$ cat src/rtl/fp_arbiter.sv
// ---------------------------------------------------------------------------
// fp_arbiter
//
// Shares one multi-cycle floating-point unit between NUM_REQ requesters.
// Each requester fires a one-cycle start pulse together with its operands and
// opcode. The operands are latched locally and the request stays pending until
// it has been served. A round-robin FSM picks the next pending requester,
// issues the operation to the FP unit, waits for completion (bounded by
// TIMEOUT cycles) and returns a one-cycle done pulse to the granted requester.
//
// Parameters
//   NUM_REQ  number of requesters
//   TIMEOUT  maximum number of cycles spent in WAIT before the op is aborted
//
// Ports
//   clk            clock, rising edge
//   rst            asynchronous active-low reset
//   req_clk_en     per-requester start pulse
//   req_dataa/b    per-requester operands, requester i at [32i+31:32i]
//   req_operation  per-requester opcode, requester i at [3i+2:3i]
//   req_done       one-cycle completion pulse to the granted requester
//   req_result     result, valid while req_done is nonzero
//   req_error      high with req_done when the operation timed out
//   fp_dataa/b     operands to the FP unit
//   fp_operation   opcode to the FP unit
//   fp_clk_en      one-cycle start pulse to the FP unit
//   fp_done        FP unit completion
//   fp_result      FP unit result
//   busy           high whenever the FSM is not idle
//   grant_id       index of the current or most recent grant
// ---------------------------------------------------------------------------
module fp_arbiter #(
    parameter int NUM_REQ = 4,
    parameter int TIMEOUT = 64,
    localparam int GW = (NUM_REQ > 1) ? $clog2(NUM_REQ) : 1
) (
    input  logic                   clk,
    input  logic                   rst,
    input  logic [NUM_REQ-1:0]     req_clk_en,
    input  logic [32*NUM_REQ-1:0]  req_dataa,
    input  logic [32*NUM_REQ-1:0]  req_datab,
    input  logic [3*NUM_REQ-1:0]   req_operation,
    output logic [NUM_REQ-1:0]     req_done,
    output logic [31:0]            req_result,
    output logic                   req_error,
    output logic [31:0]            fp_dataa,
    output logic [31:0]            fp_datab,
    output logic [2:0]             fp_operation,
    output logic                   fp_clk_en,
    input  logic                   fp_done,
    input  logic [31:0]            fp_result,
    output logic                   busy,
    output logic [GW-1:0]          grant_id
);

    localparam logic [1:0] S_IDLE    = 2'd0;
    localparam logic [1:0] S_ISSUE   = 2'd1;
    localparam logic [1:0] S_WAIT    = 2'd2;
    localparam logic [1:0] S_RESPOND = 2'd3;

    localparam int               CW         = (TIMEOUT > 1) ? $clog2(TIMEOUT) : 1;
    localparam logic [CW-1:0]    CNT_LAST   = CW'(TIMEOUT - 1);
    localparam logic [CW-1:0]    CNT_ONE    = CW'(1);
    localparam logic [GW-1:0]    LAST_INIT  = GW'(NUM_REQ - 1);
    localparam logic [NUM_REQ-1:0] REQ_ONE  = NUM_REQ'(1);

    logic [1:0]          state_r;
    logic [NUM_REQ-1:0]  pending_r;
    logic [GW-1:0]       last_grant_r;
    logic [GW-1:0]       grant_id_r;
    logic [CW-1:0]       cnt_r;
    logic [31:0]         lat_dataa_r [NUM_REQ];
    logic [31:0]         lat_datab_r [NUM_REQ];
    logic [2:0]          lat_op_r    [NUM_REQ];

    logic [NUM_REQ-1:0]  req_done_r;
    logic [31:0]         req_result_r;
    logic                req_error_r;
    logic [31:0]         fp_dataa_r;
    logic [31:0]         fp_datab_r;
    logic [2:0]          fp_operation_r;
    logic                fp_clk_en_r;
    logic                busy_r;

    logic [NUM_REQ-1:0]  capture_s;
    logic                grant_found_s;
    logic [GW-1:0]       grant_next_s;

    // Capture qualification: a pulse is taken when the slot is free, or when the
    // slot is being released this very cycle (a new request beats the clear).
    always_comb begin
        capture_s = '0;
        for (int i = 0; i < NUM_REQ; i++) begin
            if (req_clk_en[i] && (!pending_r[i] ||
                                  ((state_r == S_RESPOND) && (grant_id_r == GW'(i))))) begin
                capture_s[i] = 1'b1;
            end else begin
                capture_s[i] = 1'b0;
            end
        end
    end

    // Round-robin search: first pending index after last_grant, wrapping around.
    always_comb begin
        grant_found_s = 1'b0;
        grant_next_s  = '0;
        for (int k = 1; k <= NUM_REQ; k++) begin
            int            idx;
            logic [GW-1:0] idx_v;
            idx   = (int'(last_grant_r) + k) % NUM_REQ;
            idx_v = idx[GW-1:0];
            if (!grant_found_s && pending_r[idx_v]) begin
                grant_found_s = 1'b1;
                grant_next_s  = idx_v;
            end else begin
                grant_found_s = grant_found_s;
            end
        end
    end

    // Pending flags and per-requester operand latches.
    always_ff @(posedge clk or negedge rst) begin
        if (!rst) begin
            pending_r <= '0;
            for (int i = 0; i < NUM_REQ; i++) begin
                lat_dataa_r[i] <= 32'h0000_0000;
                lat_datab_r[i] <= 32'h0000_0000;
                lat_op_r[i]    <= 3'd0;
            end
        end else begin
            for (int i = 0; i < NUM_REQ; i++) begin
                if (capture_s[i]) begin
                    pending_r[i]   <= 1'b1;
                    lat_dataa_r[i] <= req_dataa[32*i +: 32];
                    lat_datab_r[i] <= req_datab[32*i +: 32];
                    lat_op_r[i]    <= req_operation[3*i +: 3];
                end else if ((state_r == S_RESPOND) && (grant_id_r == GW'(i))) begin
                    pending_r[i] <= 1'b0;
                end else begin
                    pending_r[i] <= pending_r[i];
                end
            end
        end
    end

    // Arbitration FSM together with all registered outputs. fp_clk_en and
    // req_done are set on the transition into ISSUE/RESPOND so that they are
    // high exactly during those one-cycle states.
    always_ff @(posedge clk or negedge rst) begin
        if (!rst) begin
            state_r        <= S_IDLE;
            last_grant_r   <= LAST_INIT;
            grant_id_r     <= '0;
            cnt_r          <= '0;
            req_done_r     <= '0;
            req_result_r   <= 32'h0000_0000;
            req_error_r    <= 1'b0;
            fp_dataa_r     <= 32'h0000_0000;
            fp_datab_r     <= 32'h0000_0000;
            fp_operation_r <= 3'd0;
            fp_clk_en_r    <= 1'b0;
            busy_r         <= 1'b0;
        end else begin
            fp_clk_en_r <= 1'b0;
            req_done_r  <= '0;
            req_error_r <= 1'b0;
            case (state_r)
                S_IDLE: begin
                    if (grant_found_s) begin
                        grant_id_r     <= grant_next_s;
                        fp_dataa_r     <= lat_dataa_r[grant_next_s];
                        fp_datab_r     <= lat_datab_r[grant_next_s];
                        fp_operation_r <= lat_op_r[grant_next_s];
                        fp_clk_en_r    <= 1'b1;
                        busy_r         <= 1'b1;
                        state_r        <= S_ISSUE;
                    end else begin
                        busy_r  <= 1'b0;
                        state_r <= S_IDLE;
                    end
                end
                S_ISSUE: begin
                    cnt_r   <= '0;
                    state_r <= S_WAIT;
                end
                S_WAIT: begin
                    // Completion is checked first so that it wins over a
                    // simultaneous expiry of the timeout.
                    if (fp_done) begin
                        req_result_r <= fp_result;
                        req_error_r  <= 1'b0;
                        req_done_r   <= REQ_ONE << grant_id_r;
                        state_r      <= S_RESPOND;
                    end else if (cnt_r == CNT_LAST) begin
                        req_result_r <= 32'h0000_0000;
                        req_error_r  <= 1'b1;
                        req_done_r   <= REQ_ONE << grant_id_r;
                        state_r      <= S_RESPOND;
                    end else begin
                        cnt_r   <= cnt_r + CNT_ONE;
                        state_r <= S_WAIT;
                    end
                end
                S_RESPOND: begin
                    last_grant_r <= grant_id_r;
                    busy_r       <= 1'b0;
                    state_r      <= S_IDLE;
                end
                default: begin
                    busy_r  <= 1'b0;
                    state_r <= S_IDLE;
                end
            endcase
        end
    end

    assign req_done     = req_done_r;
    assign req_result   = req_result_r;
    assign req_error    = req_error_r;
    assign fp_dataa     = fp_dataa_r;
    assign fp_datab     = fp_datab_r;
    assign fp_operation = fp_operation_r;
    assign fp_clk_en    = fp_clk_en_r;
    assign busy         = busy_r;
    assign grant_id     = grant_id_r;

endmodule
$ cat config.mk
export PLATFORM = sky130hd
export DESIGN_NAME = fp_arbiter
export DESIGN_NICKNAME = d
export VERILOG_FILES = /design/src/rtl/fp_arbiter.sv
export SDC_FILE = /design/constraint.sdc
export NUM_CORES = 1
export LEC_CHECK = 0
export CAP_MARGIN = 30
export CORE_ASPECT_RATIO = 0.75
export CORE_MARGIN = 4
export CORE_UTILIZATION = 53
export DETAILED_ROUTE_END_ITERATION = 8
export PLACE_DENSITY = 0.87
export SYNTH_ARGS = -nofsm -noshare
export SYNTH_HDL_FRONTEND = slang
export SYNTH_SLANG_ARGS = --single-unit
$ cat constraint.sdc
create_clock -name clk -period 4.8 [get_ports clk]
set_input_delay 0.48 -clock clk [delete_from_list [all_inputs] [get_ports clk]]
set_output_delay 0.48 -clock clk [all_outputs]
set_load 0.01 [all_outputs]
* After elaboration in Yosys (flattened, before gate mapping)
Cells that the tools add are included. Widths: inputs -> output; s select.
Operators by class: equality and inequality tests 9, magnitude comparators 5, $add $sub $neg 5, shift-type cells 1, bitwise logic cells 1, mux-type cells 55, reductions and logical operators 34
Operators with widths (number):
- $mux 32 | 6
- $bmux 32 s2 | 2
- $mux 1 | 28
- $reduce_bool 2->1 | 7
- $lt 2x3->1 const B | 4
- $mux 4 | 3
- $mux 6 | 2
- $pmux 6 s2 | 1
- $logic_and 1x1->1 | 11
- $bmux 1 s2 | 4
- $eq 2x2->1 const B | 4
- $mux 2 | 4
- $pmux 2 s4 | 1
- $logic_not 1->1 | 7
- $add 6x1->6 const B | 1
- $bmux 3 s2 | 1
- $eq 6x6->1 const B | 1
- $mux 3 | 2
- $add 2x1->2 const B | 2
- $add 2x2->2 const B | 2
- $eq 2x1->1 const B | 2
- $logic_not 2->1 | 2
- $logic_or 1x1->1 | 4
- $ne 2x2->1 const B | 2
- 6 further kinds | 7
Word-level totals: register bits 390

* Longest topological paths before layout
depth in word-level cells 17, gate-level depth with buffers 9

* Worst setup path before layout
No wires, ideal clock.
path kind register to register, start point register state_r[0], end point register lat_datab_r[33] (netlist name), slack 2.918 ns, cell stages (with the launch flop) 9, period minus slack after synthesis 1.882 ns, required time 4.675 ns, data arrival time 1.757 ns, path through dfrtp_1 -> ha_1 -> nand2_1 -> o21ai_1 -> and2_1 -> clkbuf_1 -> buf_2 -> buf_4 -> mux2_2
On the way: word-level cells in the longest chain between the ends 5
RTL lines:
- start: declaration | RTL line 67 | logic [1:0] state_r;
- start signal: assignment | RTL line 151 | state_r <= S_IDLE;
- start signal: assignment | RTL line 176 | state_r <= S_ISSUE;
- start signal: assignment | RTL line 179 | state_r <= S_IDLE;
- $eq 2x2->1 | RTL line 95 | ((state_r == S_RESPOND) && (grant_id_r == GW'(i))))) begin
- $logic_and 1x1->1 | RTL line 95
- $logic_or 1x1->1 | RTL line 94 | if (req_clk_en[i] && (!pending_r[i] ||
- $logic_and 1x1->1 | RTL line 94
- $mux 1 | RTL line 94
- end signal: indexed assignment | RTL line 135 | lat_datab_r[i] <= req_datab[32*i +: 32];
- end: declaration | RTL line 73 | logic [31:0] lat_datab_r [NUM_REQ];
Every way passes these cells. A chain may end at the register's enable or synchronous reset.

* Worst setup path in the final report
start point register state_r[1], end point register lat_op_r[2] (netlist name)
On the way: word-level cells in the longest chain between the ends 5
RTL lines:
- $eq 2x2->1 | RTL line 95
- $logic_and 1x1->1 | RTL line 95
- $logic_or 1x1->1 | RTL line 94
- $logic_and 1x1->1 | RTL line 94
- $mux 1 | RTL line 94
- end signal: indexed assignment | RTL line 136 | lat_op_r[i] <= req_operation[3*i +: 3];
- end: declaration | RTL line 74 | logic [2:0] lat_op_r [NUM_REQ];
Every way passes these cells.

==> results.md <==
* Status: completed
* Vias at approximately 11000
* Kind of critical path: register to register
* Largest net degree at the start of global routing at between 100 and 150
* # nets final at between 1500 and 2000
* Drt total wl at between 40 and 50 mm
* Setup crit start: state_r[1]
* Gate Count Post-Synth at ~1100
* Routed Antenna Nets at 0
* Largest family of logic cells by synthesized area: multiplexers
* Final Cycle Share at 0.5814
* Routed len/inst at ~23 um
* CTS max path bufs at 3
* I/O Buffers at between 400 and 500
* Register bit total from synthesis at 390
* Core area at 30140 um2
* PostCTS Resize Cnt at 0
* # DRC at 0
* Number of global-route vias before repair at approximately 12000
* Drt first pass iters at 4
* Fmax at ~360 MHz
* Post-synthesis mux area share at 0.2702
* Flop-to-flop setup slack at between 2 and 2.5 ns
* Setup_tns at 0 ns
* P_leak at 9.594 nW
* Hold Crit Class: input port to asynchronous set/reset pin
* Final Wtd Congestion at roughly 0.86
* First-pass GRT wire length at around 70 mm
* Fin. Hold Viols at 0
* Ports at ~420
* Area of the mapped netlist at between 15000 and 20000 um2
* Clock sinks at 390
* Count of hold-fix buffers inserted at cts at 0
* Reg2reg path depth at 6
* Max VDD drop at 502.4 uV
* Post-synthesis cell type count at 34
* Fillers at roughly 1900
* CP arrival at approximately 3.2 ns
* Initial Util at 0.5379
* Max_slew headroom at 0.4146
* Die area at roughly 33000 um2
* Post-synth top area cell: dfrtp_1
* Root Buffer: clkbuf_16
* CTS Buf Count at 39
* Worst clock skew at around 0.021 ns
* CTS clock-pin slew for the worst setup and hold paths at 0.06 ns
* FF-to-FF End: lat_op_r[2]
* H-tree level count at 2
* RSZ-0062 raised after global routing: false
* Complex-gate fraction of the synthesized area at 0.05911
* Via density at about 5.7
* Setup Buffers After CTS at 0
* Actual slew at the worst max-slew pin at a little under 0.9 ns
* Crit end category: register
* Die Y at between 150 and 200 um
* Count of pins over their slew limit at 0
* RR Startpoint: state_r[1]
* Synth Net Count at approximately 1400
* Top cells by area, synth: dfrtp_1 (60%), mux2_2 (18%), mux2i_1 (8.3%), o221ai_1 (3.6%), nand2_1 (1.9%)
* Final setup fails at 0
* DRT iter0 DRCs at ~600
* Worst hold slack at between 0.002 and 0.0025 ns
* Grt ovf at 0
* Post-Synth Adder-Cell Area at 0.003858
* Clk_lat worst skew at around 0.52 ns
* Row cnt at between 50 and 60
* Die width at around 210 um
* Crit path max fanout at between 40 and 50
* Worst endpoint required time at between 5 and 6 ns
* TritonCTS clock tree: yes
* Synth top area share at 0.5988
* Max Cap Violations at 0
* GR Util All Layers at 0.2639
* DP HPWL at around 30 mm
* Yosys warning count at 0
* Post-Synth XOR/XNOR Area at 0.002161
* Antenna violations before repair at 7
* Power Dens Cells at 667.6 nW/um2
* Layout cells sized above 1 at 0.2251
* Startpoint type of the worst setup path: register
* Syn Area/Cell at about 15 um2
* Post-synthesis simple-gate area fraction at 0.03125
* Sequential share of the synthesized area at 0.6021
* Area delta synth->final at 35.30%
* Minimum clock period at 2.791 ns
## synth_stat cells
cell type    n
a21oi_1      2
a22o_1      32
buf_8        5
dfrtp_1    388
nand2b_1     9
mux2_2     255
nand2b_4     1
o21ai_0      8
nand3_1      1
nand2_1     80
and2_1       4
nor2_1       7
nor2b_1      1
ha_1         5
nor4_2       1
and3_1       2
mux2_1      14
nor3_1       6
o31ai_1      1
o221ai_1    67
inv_2        2
o22a_1       1
buf_4       17
clkbuf_1    17
o211a_1      1
buf_6        5
buf_2       32
nand4_1      2
dfstp_2      2
or2_1        1
inv_1        5
mux2i_1    135
o21ai_1      3
xor2_1       4
## logic make-up after synthesis
| family | after synthesis |
|---|---|
| buffers and inverters | 83 |
| XOR/XNOR | 4 |
| flip-flops | 390 |
| adder cells (fa/ha/maj) | 5 |
| AO/OA/AOI/OAI | 115 |
| AND/OR/NAND/NOR | 115 |
| multiplexers | 404 |
## routing by layer
metal	vias to the layer above	track usage	wire length [um]	part of all wire
li1	4865	-	-	-
met1	5680	0.3484	18740	0.41
met2	415	0.4299	21350	0.47
met3	86	0.07839	3785	0.084
met4	6	0.07382	1248	0.028
met5	-	0	37	0.00082
## power by group
group / leakage, nW / switching (mW) / internal (mW) / total, mW
Clock: 0.635 / 1.27 / 1.81 / 3.08
Combinational: 4.16 / 2.68 / 3.14 / 5.83
Sequential: 4.80 / 0.885 / 4.85 / 5.74
Total: 9.59 / 4.83 / 9.81 / 14.6
## worst max-delay path, cell delays in order (launching register included)
cell and delay, ns:
dfrtp_1 0.38, ha_1 0.26, nand2_1 0.13, o21ai_0 0.29
and2_4 0.72, buf_4 0.43, mux2_2 0.37
## cell usage in the layout (no fill, tap or decap), drive strengths merged, types with 5 or more instances in the layout
cell type / instances
nand2b: 10
dfrtp: 388
buf: 17
o21ai: 11
o221ai: 67
nor2: 7
a22o: 32
clkinv: 8
nand2: 80
ha: 5
clkbuf: 54
mux2i: 135
inv: 8
mux2: 269
clkdlybuf4s50: 413
diode: 5
nor3: 6
## final cells by class
type	count	area, um2	share of cell area
clock buffers	54	1135	0.05173
clock inverters	13	150.1	0.006844
diodes	5	12.51	0.0005703
multi-input cells	643	5969	0.2721
inverters	7	26.28	0.001198
well taps	399	499.2	0.02276
flip-flops and latches	390	9762	0.4450
repair buffers	430	4384	0.1998
## registers in the layout, indices dropped and copies added (netlist names)
signal        cells
req_done          4
fp_datab         32
req_result       32
fp_dataa         32
fp_clk_en         1
state_r           2
grant_id          2
fp_operation      3
cnt_r             6
pending_r         4
lat_op_r         12
lat_datab_r     128
busy              1
lat_dataa_r     128
last_grant_r      2
req_error         1
## stage by stage
stage	setup slack, ns	total power [mW]	instance area, um2	utilization	instances
detailed placement	2.045	11.59	20640	0.6848	1869
floorplan	2.918	9.445	16210	-	1116
finish	2.009	14.65	21940	0.7279	1941
global route	1.839	15.46	21940	0.7278	1940
global placement	1.944	11.22	20540	0.6814	1864
CTS	2.014	14.75	21930	0.7274	1936
## how the worst max path moves through the flow
stage	endpoint	slack (ns)
3_5_place_dp	lat_datab_r[28]	2.04
6_report	lat_op_r[2]	2.01
3_3_place_gp	fp_dataa[15]	1.94
5_1_grt	lat_datab_r[29]	1.84
2_1_floorplan	lat_datab_r[33]	2.92
4_1_cts	lat_dataa_r[85]	2.01
Power figures use the tool's default switching activity.
==> variant (same settings) <==
The parameter `TIMEOUT` goes from 64 to 128.
--- a/src/rtl/fp_arbiter.sv
+++ b/src/rtl/fp_arbiter.sv
@@ -33,3 +33,3 @@
     parameter int NUM_REQ = 4,
-    parameter int TIMEOUT = 64,
+    parameter int TIMEOUT = 128,
     localparam int GW = (NUM_REQ > 1) ? $clog2(NUM_REQ) : 1
Formal check against the unedited RTL: same outputs for any inputs over 4 cycles, from zero or initial values and one cycle with rst low; that may be too few to reach the edited logic, so the function may still have changed.
==> variant against the original RTL <==
  * Maximum frequency decreased by 5.2%
  * Sequential cell count increased by 1
  * Cell area increased by 2.0%
  * Wire length decreased by 0.14%
  * Via count increased by 0.24%
  * Total power increased by 1.4%
  * Setup slack got worse by 0.15 ns
  * Global-route usage decreased by 0.43 points
  * Area after synthesis increased by 3.1%
  * Largest cell class unchanged
==> variant: results (changes against the original RTL) <==
synth_fa_ha_area_frac: 0.00374  # -0.000117
grt_max_degree: 126  # unchanged
post_cts_buffers: 0  # unchanged
synth_area_leaders: "dfrtp_1, mux2_1, mux2i_1, o221ai_2, nand2_1"
dpl_cell_area_um2: 21100  # +2.1%
wl_met1_um: 18800  # +0.58%
numCtsBuffers: 39  # unchanged
worst_pin_slew_ns: 0.965  # +0.0865 ns
use_met2: 0.425  # -0.00467
wl_per_cell_um: 23.1  # -0.60%
critPathSlowestCell: "or2_4"
fillers: 2031  # +5.9%
final_cells: 1950  # +0.46%
synth.distinct_cells: 43  # +26%
wl_met3_um: 3280  # -13%
top_regs: "lat_dataa_r x128, lat_datab_r x128"
cts_resized: 0  # unchanged
clock-skew-final_ns: 0.0120  # -0.00885 ns
drtIter0Drc: 821  # +37%
htreeDepth: 2  # unchanged
grt_pass1_wl_um: 69800  # +0.17%
nets: 1826  # +0.16%
drive_above_1_share: 0.0975  # -0.128
yosysWarnings: 0  # unchanged
antenna_found_initial: 8  # +1
outcome: "finished clean"
synthMuxAreaShare: 0.262  # -0.00817
cpPeakStageDelay_ns: 0.82  # +0.10 ns
synthTopCellsByCount: "dfrtp_1, mux2_1, mux2i_1"
root_buffer: "clkbuf_16"
path_max_fanout: 47  # -2.1%
arrival_ns: 3.34  # +0.16 ns
clk_pin_slew_ns: 0.06  # about the same
vdd_ir_drop_max_v: 0.000486  # -3.3%
vias: 11100  # +0.24%
grt_use_met1: 0.348  # about the same
synth_nets: 1434  # +0.42%
met3_usage: 0.0656  # -0.0127
yosysTopAreaCell: "dfrtp_1"
dp_slack_ns: 1.89  # -0.158 ns
clk_path_buf_depth: 3  # unchanged
avgSynthCellArea_um2: 14.9  # +2.6%
port_buffers: 414  # unchanged
synth-xor-area-share: 0.00210  # -0.0000653
first_pass_iters: 5  # +1
seq_area_frac_synth: 0.585  # -0.0167
grt_use_total: 0.260  # -0.00430
hold_path.class: "in -> async"
critical-path-top-delay-family: "simple AND/OR/NAND/NOR gates"
hpwl_um: 30800  # +1.4%
top_layer: "met5"
grt_pass1_vias: 11900  # -1.3%
synth-compound-area-share: 0.0810  # +0.0219
placedCellCount: 1879  # +0.54%
routed-wl-met2_um: 21800  # +2.2%
power.leakage_nw: 9.79  # +2.0%
final_area_um2: 22400  # +2.0%
place_congestion: 0.837  # -3.0%
async_flop_share: 1.00  # unchanged
worstSkewPairLatency_ns: 0.53
-- variant: cell count changes after synthesis, sizes merged, moves of 2 or more --
cell,unedited run,this run
nand2,80,84
nor3b,0,3
o21ai,11,7
a221oi,0,2
nand2b,10,8
nor3,6,2
-- variant: power by group --
group          switching [mW]  leakage, nW  internal, mW
clock network            1.27        0.636          1.84
registers               0.871         4.82          4.88
logic                    3.00         4.33          2.99
-- variant: worst register-to-register path, stage by stage, from the launching register on --
cell and delay [ns]:
dfrtp_1 0.43, or2_4 0.29, nor3_2 0.16, nand2b_4 0.43
or2_4 0.83, buf_4 0.51, o221ai_2 0.17
-- variant: cell type report --
class | count | area share
Timing Repair Buffer | 429 | 0.194
Sequential cell | 391 | 0.438
Antenna cell | 5 | 0.000559
Inverter | 7 | 0.00117
Clock buffer | 55 | 0.0499
Tap cell | 406 | 0.0227
Clock inverter | 11 | 0.00772
Multi-Input combinational cell | 646 | 0.286
-- variant: worst paths after layout --
| check | startpoint | to | slack, ns | cells past startpoint |
|---|---|---|---|---|
| max | pending_r[1]$_DFFE_PN0P_ | fp_dataa[15]$_DFFE_PN0P_ | 1.86 | 6 |
| min reg2reg | lat_dataa_r[13]$_DFFE_PN0P_ | lat_dataa_r[13]$_DFFE_PN0P_ | 0.48 | 1 |
| max reg2reg | pending_r[1]$_DFFE_PN0P_ | fp_dataa[15]$_DFFE_PN0P_ | 1.86 | 6 |
| min | rst | lat_datab_r[112]$_DFFE_PN0P_ | 0.01 | 1 |
| min in group clk | lat_dataa_r[13]$_DFFE_PN0P_ | lat_dataa_r[13]$_DFFE_PN0P_ | 0.48 | 1 |
| max in group asynchronous | rst | lat_datab_r[58]$_DFFE_PN0P_ | 3.57 | 2 |
